[config.mk]
export PLATFORM = sky130hd
export DESIGN_NAME = rsnn_lif_array
export DESIGN_NICKNAME = d
export VERILOG_FILES = /design/src/rtl/rsnn_pkg.sv /design/src/rtl/rsnn_param_loader.sv /design/src/rtl/rsnn_lif_array.sv
export SDC_FILE = /design/constraint.sdc
export NUM_CORES = 1
export LEC_CHECK = 0
export CELL_PAD_IN_SITES_DETAIL_PLACEMENT = 1
export CELL_PAD_IN_SITES_GLOBAL_PLACEMENT = 1
export CORE_ASPECT_RATIO = 2
export CORE_UTILIZATION = 51
export DETAILED_ROUTE_END_ITERATION = 6
export HOLD_SLACK_MARGIN = 0.12
export MAX_ROUTING_LAYER = met4
export PLACE_DENSITY_LB_ADDON = 0.1
export SYNTH_ARGS = -nofsm -noshare
export SYNTH_HDL_FRONTEND = slang
export SYNTH_SLANG_ARGS = --single-unit
[constraint.sdc]
create_clock -name clk -period 13.5 [get_ports clk]
set_clock_uncertainty 0.1 [all_clocks]
set_input_delay 2.7 -clock clk [delete_from_list [all_inputs] [get_ports clk]]
set_output_delay 2.7 -clock clk [all_outputs]
set_load 0.01 [all_outputs]
[src/rtl/rsnn_pkg.sv]
// Shared types and helpers for the rsnn_lif_array spiking layer.
// Optional refractory behaviour is enabled with the RSNN_REFRACTORY_EN macro.
package rsnn_pkg;

    localparam int LEAK_BITS = 3;

    typedef enum logic [1:0] {
        UNCFG = 2'd0,
        LOAD  = 2'd1,
        READY = 2'd2
    } rsnn_state_e;

    function automatic int frame_len(input int n_in, input int n_neur,
                                     input int w_bits, input int v_bits);
        return LEAK_BITS + n_neur * ((n_in + n_neur) * w_bits + v_bits);
    endfunction

    // Clamp a signed value into the range of a 'bits'-wide two's-complement number.
    function automatic logic signed [31:0] sat_resize(input logic signed [31:0] x,
                                                      input int bits);
        logic signed [31:0] hi;
        logic signed [31:0] lo;
        hi = (32'sd1 <<< (bits - 1)) - 32'sd1;
        lo = -(32'sd1 <<< (bits - 1));
        if (x > hi) begin
            return hi;
        end else if (x < lo) begin
            return lo;
        end
        return x;
    endfunction

endpackage

[src/rtl/rsnn_param_loader.sv]
// Serial parameter frame loader: shift register, bit counter, abort handling,
// commit strobe, end_writing pulse and sticky data_written flag.
module rsnn_param_loader
    import rsnn_pkg::*;
#(
    parameter int FRAME_LEN = 99
) (
    input  logic                 clk,
    input  logic                 rst_n,
    input  logic                 ena,
    input  logic                 load_params,
    input  logic                 data_in,
    output logic [FRAME_LEN-1:0] params_o,
    output logic                 commit_o,
    output logic                 end_writing_o,
    output logic                 data_written_o,
    output rsnn_state_e          state_o
);

    localparam int CW = $clog2(FRAME_LEN + 1);
    localparam logic [CW-1:0] LEN = CW'(FRAME_LEN);

    rsnn_state_e          state_q, state_d;
    logic [CW-1:0]        cnt_q, cnt_d;
    logic [FRAME_LEN-1:0] shreg_q, shreg_d;
    logic [FRAME_LEN-1:0] params_q, params_d;
    logic                 ew_q, ew_d;
    logic                 dw_q, dw_d;
    // After a commit, a still-high load_params must fall before a new frame may start.
    logic                 hold_q, hold_d;

    always_comb begin
        state_d  = state_q;
        cnt_d    = cnt_q;
        shreg_d  = shreg_q;
        params_d = params_q;
        ew_d     = ew_q;
        dw_d     = dw_q;
        hold_d   = hold_q;
        commit_o = 1'b0;
        if (ena) begin
            ew_d = 1'b0;
            if (!load_params) begin
                hold_d = 1'b0;
            end
            case (state_q)
                UNCFG, READY: begin
                    if (load_params && !hold_q) begin
                        state_d = LOAD;
                        shreg_d = {shreg_q[FRAME_LEN-2:0], data_in};
                        cnt_d   = CW'(1);
                    end
                end
                LOAD: begin
                    if (cnt_q == LEN) begin
                        commit_o = 1'b1;
                        params_d = shreg_q;
                        ew_d     = 1'b1;
                        dw_d     = 1'b1;
                        hold_d   = load_params;
                        cnt_d    = '0;
                        state_d  = READY;
                    end else if (!load_params) begin
                        cnt_d   = '0;
                        state_d = dw_q ? READY : UNCFG;
                    end else begin
                        shreg_d = {shreg_q[FRAME_LEN-2:0], data_in};
                        cnt_d   = cnt_q + CW'(1);
                    end
                end
                default: state_d = UNCFG;
            endcase
        end
    end

    always_ff @(posedge clk or negedge rst_n) begin
        if (!rst_n) begin
            state_q  <= UNCFG;
            cnt_q    <= '0;
            shreg_q  <= '0;
            params_q <= '0;
            ew_q     <= 1'b0;
            dw_q     <= 1'b0;
            hold_q   <= 1'b0;
        end else begin
            state_q  <= state_d;
            cnt_q    <= cnt_d;
            shreg_q  <= shreg_d;
            params_q <= params_d;
            ew_q     <= ew_d;
            dw_q     <= dw_d;
            hold_q   <= hold_d;
        end
    end

    assign params_o       = params_q;
    assign end_writing_o  = ew_q;
    assign data_written_o = dw_q;
    assign state_o        = state_q;

endmodule

[src/rtl/rsnn_lif_array.sv]
// Recurrent layer of N_NEUR leaky integrate-and-fire neurons with serial parameter load.
// Define RSNN_REFRACTORY_EN to add per-neuron refractory counters.
module rsnn_lif_array
    import rsnn_pkg::*;
#(
    parameter int N_IN      = 3,
    parameter int N_NEUR    = 3,
    parameter int W_BITS    = 4,
    parameter int V_BITS    = 8,
    parameter int REF_STEPS = 2
) (
    input  logic              clk,
    input  logic              rst_n,
    input  logic              ena,
    input  logic              load_params,
    input  logic              data_in,
    input  logic              in_spike_en,
    input  logic              run_en,
    input  logic [N_IN-1:0]   in_spikes,
    output logic [N_NEUR-1:0] out_spikes,
    output logic              end_writing,
    output logic              data_written
);

    localparam int L  = frame_len(N_IN, N_NEUR, W_BITS, V_BITS);
    localparam int NB = (N_IN + N_NEUR) * W_BITS + V_BITS;
    localparam int AW = V_BITS + $clog2(N_IN + N_NEUR) + 1;

    logic [L-1:0] params;
    logic         commit;
    logic         step;
    rsnn_state_e  state;

    rsnn_param_loader #(.FRAME_LEN(L)) u_loader (
        .clk            (clk),
        .rst_n          (rst_n),
        .ena            (ena),
        .load_params    (load_params),
        .data_in        (data_in),
        .params_o       (params),
        .commit_o       (commit),
        .end_writing_o  (end_writing),
        .data_written_o (data_written),
        .state_o        (state)
    );

    logic [LEAK_BITS-1:0]     leak;
    logic signed [W_BITS-1:0] w_in  [N_NEUR][N_IN];
    logic signed [W_BITS-1:0] w_rec [N_NEUR][N_NEUR];
    logic signed [V_BITS-1:0] thr   [N_NEUR];

    // The first frame bit ends up at the MSB, so fields are read from the top down.
    always_comb begin
        leak = params[L-1 -: LEAK_BITS];
        for (int j = 0; j < N_NEUR; j++) begin
            for (int i = 0; i < N_IN; i++) begin
                w_in[j][i] = params[L - LEAK_BITS - j*NB - i*W_BITS - 1 -: W_BITS];
            end
            for (int k = 0; k < N_NEUR; k++) begin
                w_rec[j][k] = params[L - LEAK_BITS - j*NB - (N_IN + k)*W_BITS - 1 -: W_BITS];
            end
            thr[j] = params[L - LEAK_BITS - j*NB - (N_IN + N_NEUR)*W_BITS - 1 -: V_BITS];
        end
    end

    logic [N_IN-1:0]              in_q, in_d;
    logic [N_NEUR-1:0]            out_q, out_d;
    logic [N_NEUR-1:0][V_BITS-1:0] v_q, v_d;
    logic signed [V_BITS-1:0]     vs, vsat;
    logic signed [AW-1:0]         vx, acc;
`ifdef RSNN_REFRACTORY_EN
    localparam int RW = $clog2(REF_STEPS + 1);
    logic [N_NEUR-1:0][RW-1:0]    ref_q, ref_d;
`endif

    always_comb begin
        in_d  = in_q;
        out_d = out_q;
        v_d   = v_q;
        vs    = '0;
        vx    = '0;
        acc   = '0;
        vsat  = '0;
`ifdef RSNN_REFRACTORY_EN
        ref_d = ref_q;
`endif
        step = ena && (state == READY) && run_en && !load_params;
        if (ena && in_spike_en) begin
            in_d = in_spikes;
        end
        if (commit) begin
            out_d = '0;
            v_d   = '0;
`ifdef RSNN_REFRACTORY_EN
            ref_d = '0;
`endif
        end else if (step) begin
            for (int j = 0; j < N_NEUR; j++) begin
                vs = v_q[j];
                vx = AW'(vs);
                if (leak != '0) begin
                    vx = vx - (vx >>> leak);
                end
                acc = vx;
                for (int i = 0; i < N_IN; i++) begin
                    if (in_q[i]) acc = acc + AW'(w_in[j][i]);
                end
                // Recurrent term uses the spikes of the previous step.
                for (int k = 0; k < N_NEUR; k++) begin
                    if (out_q[k]) acc = acc + AW'(w_rec[j][k]);
                end
                vsat = V_BITS'(sat_resize(32'(acc), V_BITS));
`ifdef RSNN_REFRACTORY_EN
                if (ref_q[j] != '0) begin
                    ref_d[j] = ref_q[j] - RW'(1);
                    out_d[j] = 1'b0;
                    v_d[j]   = '0;
                end else if (vsat >= thr[j]) begin
                    ref_d[j] = RW'(REF_STEPS);
                    out_d[j] = 1'b1;
                    v_d[j]   = '0;
                end else begin
                    out_d[j] = 1'b0;
                    v_d[j]   = vsat;
                end
`else
                if (vsat >= thr[j]) begin
                    out_d[j] = 1'b1;
                    v_d[j]   = '0;
                end else begin
                    out_d[j] = 1'b0;
                    v_d[j]   = vsat;
                end
`endif
            end
        end
    end

    always_ff @(posedge clk or negedge rst_n) begin
        if (!rst_n) begin
            in_q  <= '0;
            out_q <= '0;
            v_q   <= '0;
`ifdef RSNN_REFRACTORY_EN
            ref_q <= '0;
`endif
        end else begin
            in_q  <= in_d;
            out_q <= out_d;
            v_q   <= v_d;
`ifdef RSNN_REFRACTORY_EN
            ref_q <= ref_d;
`endif
        end
    end

    assign out_spikes = out_q;

endmodule

==> results.md <==
* YS warnings at 0
* Most frequent CP cell: ha_1
* Slowest-stage cell, CP: dfrtp_2
* Tightest Pin Transition at between 1 and 1.5 ns
* Headroom to the max-slew limit at between 10% and 20%
* Post-Synthesis Mean Instance Area at roughly 8.9 um^2
* Synth area leaders: dfrtp_1, ha_1, mux2_2, o21ai_0, nand2_1
* CP Launch Type: flop
* Row cnt at 109
* WP data arrival at 13.42 ns
* Highest routed layer: met4
* Fillers at approximately 5200
* WS Path Type: flop to flop
* Pin count of the biggest net entering global routing at between 100 and 150
* Leakage at about 12 nW
* Flip-flop and latch count after synthesis at 240
* Post-layout util at between 50% and 60%
* Hold path depth at 2
* Peak VDD IR at ~0.15 mV
* Non-Filler Instances at 3197
* Syn nets at approximately 2900
* Commonest cells in the netlist: ha_1, dfrtp_1, mux2_2, nand2_1, o21ai_0
* CP endpoint kind: flop
* Max clock buf depth at 3
* Per-cell routed wire length at about 24 um
* Final Instance Area at around 25000 um^2
* Placed cells at approximately 3100
* Fmax at between 0.07 and 0.08 GHz
* DRC Markers at 2
* Share of Yosys cell area claimed by the top area cell type at 26.07%
* Skew-Pair Late Insertion Delay at 0.57 ns
* Synth Instances at 2600
* Final setup viols at 0
* Final count of pins violating max slew at 0
* Critical Path Fanout Max at 10
* Iteration-0 DRC Markers at 687
* Status: finished with violations
* Die extent in y at slightly above 300 um
* Async set-reset flop share out of synthesis at 100.0%
* Layout cells sized above 1 at between 10% and 20%
* Min-Delay Path Class: flop to flop
* DP HPWL at between 50 and 60 mm
* Max-cap violation count at 0
* Antenna violations before repair at 2
* Clock root cell: clkbuf_16
* Reg clk slew, reported paths at ~0.07 ns
* Initial Util at about 52%
* WL met3 at ~2.3 mm
* Nets at 2903
* WL met2 at between 40 and 50 mm
* RePlAce Congestion at 0.9787
* Period utilisation layout at slightly below 100%
* Vias at a little over 20000
* Failing checks: design-rule violations
* Layout area overhead at 9.836%
* Metal-1 WL at approximately 26 mm
* # clock sinks at 240
* Post-synth EDFFs at 0
* Final worst setup slack at ~0.47 ns
* Min Tclk post-route at roughly 13 ns
* Required @ worst endpoint at about 14 ns
* Core Region at 44320 um^2
* DIE AREA at 46080 um^2
* DR vias/cell at 6.414
* Cell Area, Synth at 23040 um^2
* Top-count cell post-synth: ha_1
* First-pass GRT wire length at 120.3 mm
* Setup total negative slack at 0 ns
* Gr usage total at 34.46%
* Vias in the first global route at 22410
* CTS buffer count at 25
* R2R cell count at 61
* CP max stage delay at ~0.5 ns
* CTS tree: done
* Cell Area, Placed at roughly 24000 um^2
* Seq/Total Area, Yosys at about a quarter
* Most used DFF post-synth: dfrtp_1
* Total grt overflow at 0
* PwrDens at between 80 and 90 nW/um^2
* Dpl ws at -0.9692 ns
* I/O pin count at 15
* Width of the chip at 152.3 um
* First-pass DRT Iterations at 7
* Total power at 2.277 mW
* Count of cell types in the netlist at between 100 and 150
* Final hold vios at 0
* Hold Slack at between 0.4 and 0.5 ns
* H-tree Lvls at 1
* Post-route ant nets at 0
* Routed WL at 76.62 mm
* Area leader, netlist: dfrtp_1
* Buffers on Ports at 14
==> cell families (layout without fill, tap and decap cells) <==
family	count (synthesis)	count (layout)	share of synthesized area [%]
compound gates	771	771	22.01
simple gates	685	685	14.35
fa+ha+maj	271	271	15.40
mux	267	267	12.96
flops	240	240	26.07
buf+inv	225	265	3.731
xor+xnor	141	141	5.480
other cells	0	2	0
==> report_power, final <==
part / switching (mW) / leakage [nW] / internal, mW
clock: 0.316 / 0.390 / 0.394
sequential: 0.0271 / 3.09 / 0.751
combinational: 0.468 / 8.84 / 0.321
==> placed cells by master, fill, tap and decap left out, types with 50 or more instances in the layout <==
cell,instances
xor2_1,50
o21a_1,51
inv_1,130
a21o_1,71
nor2_1,187
buf_4,69
ha_1,246
a21oi_1,141
mux2_2,220
nand2_1,217
dfrtp_1,235
xnor2_1,86
o21ai_0,202
==> worst paths after layout <==
check	start	end	slack, ns
min reg2reg	u_loader.shreg_q[5]	u_loader.params_o[5]	0.41
max reg2reg	u_loader.params_o[97]	v_q[3]	0.47
max in group asynchronous	rst_n	u_loader.params_o[22]	9.74
min	u_loader.shreg_q[5]	u_loader.params_o[5]	0.41
max	u_loader.params_o[97]	v_q[3]	0.47
min in group asynchronous	rst_n	u_loader.cnt_q[1]	2.03
==> state kept, by name, indices dropped and copies added (netlist names) <==
signal / count
u_loader.hold_q: 1
u_loader.state_o: 2
v_q: 24
u_loader.cnt_q: 7
u_loader.params_o: 99
out_spikes: 3
in_q: 3
u_loader.end_writing_o: 1
u_loader.shreg_q: 99
u_loader.data_written_o: 1
==> cell type report <==
class                           instances  area [um^2]  share of cell area [%]
Inverter                              134        503.0                   1.988
Clock buffer                           32        671.9                   2.655
Antenna cell                            2        5.005                 0.01978
Timing Repair Buffer                   86        723.2                   2.858
Multi-Input combinational cell       2135        16550                   65.40
Tap cell                              555        694.4                   2.744
Clock inverter                         13        145.1                  0.5736
Sequential cell                       240         6012                   23.76
==> routing by layer <==
metal | up-vias | global-route usage [%]
met2 | 393 | 66.33
met4 | 0 | 26.51
met1 | 10280 | 30.69
li1 | 9545 | -
met3 | 287 | 3.557
met5 | - | -
==> critical path, delay by kind of cell, from the launching register on <==
family / cells / cell delay, ns
adders and majority gates: 9 / 2.76
xor gates and xnor gates: 6 / 1.00
AOI/OAI and AO/OA: 23 / 4.80
and+or+nand+nor: 15 / 2.27
muxes: 3 / 0.88
buffers and inverters: 5 / 0.66
DFF: 1 / 0.50
==> repair_timing <==
| item | 4_1_cts | 5_1_grt |
|---|---|---|
| resized for setup | 15 | 76 |
| buffers inserted | 0 | 23 |
| setup endpoints to repair | 17 | 27 |
| endpoints found under the hold margin | 0 | 0 |
| hold buffers | 0 | 0 |
| pin swaps | 1 | 14 |
No activity file was read; power rests on OpenSTA's default activity.
==> edit 1: new RTL, same settings <==
Set the package constant `LEAK_BITS` to 6 (it was 3).
--- a/src/rtl/rsnn_pkg.sv
+++ b/src/rtl/rsnn_pkg.sv
@@ -4,3 +4,3 @@
 
-    localparam int LEAK_BITS = 3;
+    localparam int LEAK_BITS = 6;
 
Behaviour: no difference found for any inputs over 4 cycles, from zero or initial values and one cycle with rst_n low; that may be too few to reach the edited logic, so the function may still have changed.
==> edit 1 against the unedited design <==
Final area up 7.0%. Sequential share of layout area fell by 1.0 points. Sequential power increased by 3.2%. Highest routed layer unchanged. Hold slack lost 0.012 ns. Combinational power is 6.7% higher. Synthesized area rose by 3.6%. Critical endpoint is now v_q[17]. Sequential cell count up 6. Power increased by 6.0%. Worst setup slack worse by 0.060 ns. Die area is 3.5% higher. Wire length grew 8.2%.
==> edit 1: results (changes against the unedited design) <==
run status=finished clean; via count=22.0k (+7.1%); data arrival time of the critical path=13.49 ns (+0.07 ns); detailed router's first-iteration violation count=918 (+34%); Synth cell types=87 (-15%); cell with the largest stage delay on the worst path=mux4_2; synth cell count leaders=nand2_1, ha_1, dfrtp_1, mux2_2, o21ai_0; vias in the first global route=23.8k (+6.3%); sequential share of the synthesized area=25.8% (-0.27 points); worst slack at placement=-0.586 ns (+0.383 ns); placer congestion estimate=1.02 (+3.7%); Setup crit start=u_loader.params_o[96]; Post-Place Cell Area=25100 um^2 (+5.0%); measured slew at the worst slew-check pin=1.17 ns (-0.118 ns); Largest stage delay, worst path=0.50 ns (about the same); global-route wire length before repair=128000 um (+6.6%); detailed-placement wirelength estimate=63400 um (+6.9%); leakage power of the design=13.1 nW (+6.6%); final net count=3091 (+6.5%); HP Start=u_loader.shreg_q[53]; largest vdd supply drop=0.000110 V (-26%); number of H-tree levels=1 (unchanged); cell types with the largest area share after synthesis=dfrtp_1, ha_1, mux2_2; Tot GR Track Use=35.8% (+1.3 points); Synthesized Nets=3026 (+5.0%); first-pass iteration count of the detailed router=5 (-2); layout cell share with drive strength beyond 1=20.2% (+2.7 points); largest net degree at the start of global routing=156 (+50%); critical path's top delay family=compound AO/OA/AOI/OAI gates; wire length per cell after detailed routing=24.0 um (+0.34%); initial antenna violation count=2 (unchanged); clock latency of the later-clocked register in the worst-skew pair=0.61 ns (+0.04 ns); Reg clk slew, reported paths=0.07 ns (about the same)
edit 1: cell types whose count changed after synthesis, moves of 14 or more:
| cell | delta |
|---|---|
| nand2_1 | +36 |
| mux2i_1 | -19 |
| o31a_1 | +16 |
| o31ai_1 | +15 |
| nor3_1 | +14 |
edit 1: final timing paths:
kind                       cells past startpoint                     to  slack [ns]
setup / recovery                              65                v_q[17]        0.41
hold / removal                                 2  u_loader.params_o[53]        0.40
setup reg to reg                              65                v_q[17]        0.41
hold reg to reg                                2  u_loader.params_o[53]        0.40
max in group asynchronous                      2   u_loader.shreg_q[90]        9.92
min in group asynchronous                      1   u_loader.shreg_q[23]        2.02
edit 1: layout make-up:
cell class	instances	area (um^2)
well taps	621	777
clock buffers	35	713
fillers	5326	18900
clock inverters	10	150
inverters	145	544
flip-flops and latches	246	6160
multi-input cells	2252	17600
diodes	1	2.50
repair buffers	139	1140
edit 1: logic make-up (layout without fill, tap and decap cells):
family                     count (synthesis)  count (layout)  share of synthesized area (%)
and+or+nand+nor                          750             750                           14.9
AOI/OAI and AO/OA                        835             835                           23.0
xor gates and xnor gates                 137             137                           5.26
adders and majority gates                272             272                           14.9
muxes                                    258             258                           12.1
buffers and inverters                    246             329                           4.00
DFF                                      246             246                           25.8
other                                      0               1                              0
edit 1: metal layers:
metal	vias up	track usage, %	share of wire, %	wire [um]
met5	-	-	0	0
met4	0	29.2	9.6	7980
met3	327	3.46	2.9	2390
met2	457	66.9	53	44200
met1	11000	32.3	34	28300
li1	10200	-	-	-
edit 1: stage by stage:
stage	cells	hold slack (ns)	utilization [%]	total power, mW
after CTS	3420	0.402	56.8	2.40
after global routing	3449	0.439	58.9	2.52
after floorplan	2744	0.362	-	1.36
after global placement	3373	0.376	54.7	1.58
after detailed placement	3373	0.395	54.7	1.61
final	3449	0.397	58.9	2.41
edit 1: what timing repair did:
action	4_1_cts	5_1_grt
endpoints found under the hold margin	0	0
buffers inserted	2	28
pin swaps	6	39
setup endpoints to repair	18	27
gates resized for setup	29	165
gates cloned	0	0
hold buffers	0	0
edit 1: power by group:
| group | internal [mW] | leakage [nW] | switching [mW] | total (mW) |
|---|---|---|---|---|
| sequential | 0.771 | 3.17 | 0.0330 | 0.804 |
| combinational | 0.349 | 9.55 | 0.494 | 0.842 |
| clock | 0.429 | 0.423 | 0.339 | 0.768 |
edit 1: worst register-to-register path, delay by kind of cell (launching register included):
family,cells,cell delay [ns]
mux,4,1.15
fa+ha+maj,9,2.71
compound gates,27,4.87
simple gates,12,1.65
flops,1,0.45
buf+inv,7,0.88
xor+xnor,6,1.15
==> edit 2: new RTL, config.mk and constraints unchanged <==
Without the edit above. Take the reset off `shreg_q` and load it in a clocked block of its own.
--- a/src/rtl/rsnn_param_loader.sv
+++ b/src/rtl/rsnn_param_loader.sv
@@ -79,3 +79,2 @@
             cnt_q    <= '0;
-            shreg_q  <= '0;
             params_q <= '0;
@@ -87,3 +86,2 @@
             cnt_q    <= cnt_d;
-            shreg_q  <= shreg_d;
             params_q <= params_d;
@@ -93,2 +91,6 @@
         end
+    end
+
+    always_ff @(posedge clk) begin
+        shreg_q <= shreg_d;
     end
Behaviour: same outputs for any inputs over 4 cycles, from zero or initial values and one cycle with rst_n low; that may be too few to reach the edited logic, so the function may still have changed.
==> edit 2 against the unedited design <==
The run ends with max-capacitance violations, max-slew violations left. Final area decreased by 1.2%. Die area down 1.1%. Power rose by 5.3%. Count of clock-buffer cells in the layout is 1 higher. Clock power decreased by 3.5%. Synthesized area is 1.1% lower. Sequential power up 13%. Fmax fell by 0.11%. Worst setup slack got worse by 0.014 ns. Sequential cell count unchanged. Wire length decreased by 4.3%. Critical endpoint is now v_q[12]. Largest cell class unchanged. Highest routed layer unchanged.
==> edit 2: results (changes against the unedited design) <==
layout cell share with drive strength beyond 1=14.9% (-2.6 points); Synth cell types=98 (-3.9%); global-route wire length before repair=114000 um (-5.5%); Post-synth EDFFs=99 (+99); number of max-cap violations=1 (+1); remaining max-slew budget at the tightest pin=-1.72% (-15 points); detailed router's first-iteration violation count=591 (-14%); total count of max-transition violations in the final report=2 (+2); run status=finished with violations; data arrival time of the critical path=13.43 ns (about the same); DRC violations left=0 (-2); largest vdd supply drop=0.000120 V (-19%); largest net degree at the start of global routing=76 (-27%); clock latency of the later-clocked register in the worst-skew pair=0.59 ns (+0.02 ns); wire length per cell after detailed routing=23.6 um (-1.7%); vias in the first global route=21.8k (-2.7%); Tot GR Track Use=33.4% (-1.1 points); Async SR Flop Fraction=58.8% (-41 points); number of buffers created by CTS=24 (-4.0%); cell with the largest stage delay on the worst path=mux4_2; via count=19.9k (-3.0%); Post-Place Cell Area=23700 um^2 (-1.2%); detailed-placement wirelength estimate=56700 um (-4.3%); placer congestion estimate=0.920 (-6.0%); violations in the final reports=max-capacitance violations, max-slew violations; sequential share of the synthesized area=28.5% (+2.5 points); grt met3 use=4.42% (+0.87 points); first-pass iteration count of the detailed router=5 (-2); cell types with the largest area share after synthesis=dfrtp_1, ha_1, edfxtp_1; leakage power of the design=11.4 nW (-7.6%)
-- edit 2: cell types whose count changed after synthesis, moves of 14 or more --
cell	change
nand2_1	+20
nor2_1	-38
edfxtp_1	+99
dfrtp_1	-99
mux2_2	-92
a211oi_1	-15
o21a_1	+14
-- edit 2: final timing paths --
kind / start / to / slack (ns) / cells after the start
max reg2reg: u_loader.params_o[96] / v_q[12] / 0.46 / 63
min in group asynchronous: rst_n / u_loader.params_o[25] / 2.12 / 1
min reg2reg: u_loader.shreg_q[21] / u_loader.shreg_q[22] / 0.34 / 0
max in group asynchronous: rst_n / out_spikes[0] / 9.61 / 2
min: u_loader.shreg_q[21] / u_loader.shreg_q[22] / 0.34 / 0
max: u_loader.params_o[96] / v_q[12] / 0.46 / 63
-- edit 2: through the flow --
stage          utilization (%)  worst slack [ns]  TNS [ns]  cells
5_1_grt                   56.6            -0.205     -1.69   3114
6_report                  56.6             0.458         0   3114
3_5_place_dp              53.5            -0.546     -3.58   3048
3_3_place_gp              53.5           -0.0805    -0.394   3048
4_1_cts                   55.4            0.0396         0   3093
2_1_floorplan                -              1.10         0   2517
-- edit 2: cell type report --
type / count / area (um^2)
fill: 5118 / 19200
sequential: 240 / 6510
inverter: 133 / 499
antenna: 2 / 5.00
clock inverter: 11 / 106
tap: 555 / 694
timing repair buffer: 86 / 702
clock buffer: 33 / 676
multi-input combinational: 2054 / 15800
-- edit 2: layer usage --
layer	share of wire (%)	vias up
met2	55	372
li1	-	9339
met4	7.7	0
met1	34	9925
met5	0	-
met3	3.2	255
-- edit 2: cells by family (layout without fill, tap and decap cells) --
group | Yosys count | after routing | share of synthesized area, %
flip-flops | 240 | 240 | 28.5
adder cells (fa/ha/maj) | 271 | 271 | 15.6
AND/OR/NAND/NOR | 678 | 678 | 14.3
AO/OA/AOI/OAI | 790 | 790 | 23.4
buffers and inverters | 223 | 263 | 3.87
multiplexers | 176 | 176 | 8.68
XOR/XNOR | 139 | 139 | 5.65
other | 0 | 2 | 0
-- edit 2: repair_timing --
item,in CTS,in global routing
pin swaps,1,19
hold buffers,0,0
endpoints found under the setup margin,17,27
gates resized for setup,10,91
hold endpoints to repair,0,0
setup buffers,1,19
-- edit 2: worst max-delay path: cells and delay by family, from the launching register on --
kind / cells / cell delay, ns
XOR/XNOR: 6 / 1.17
flip-flops: 1 / 0.39
buffers and inverters: 4 / 0.54
AO/OA/AOI/OAI: 28 / 5.44
AND/OR/NAND/NOR: 13 / 1.98
adder cells (fa/ha/maj): 9 / 2.37
multiplexers: 3 / 0.93
-- edit 2: where the power goes --
group | switching (mW) | leakage (nW) | internal, mW | total (mW)
combinational | 0.498 | 8.34 | 0.334 | 0.833
sequential | 0.0432 | 2.67 | 0.836 | 0.879
clock | 0.312 | 0.376 | 0.373 | 0.685
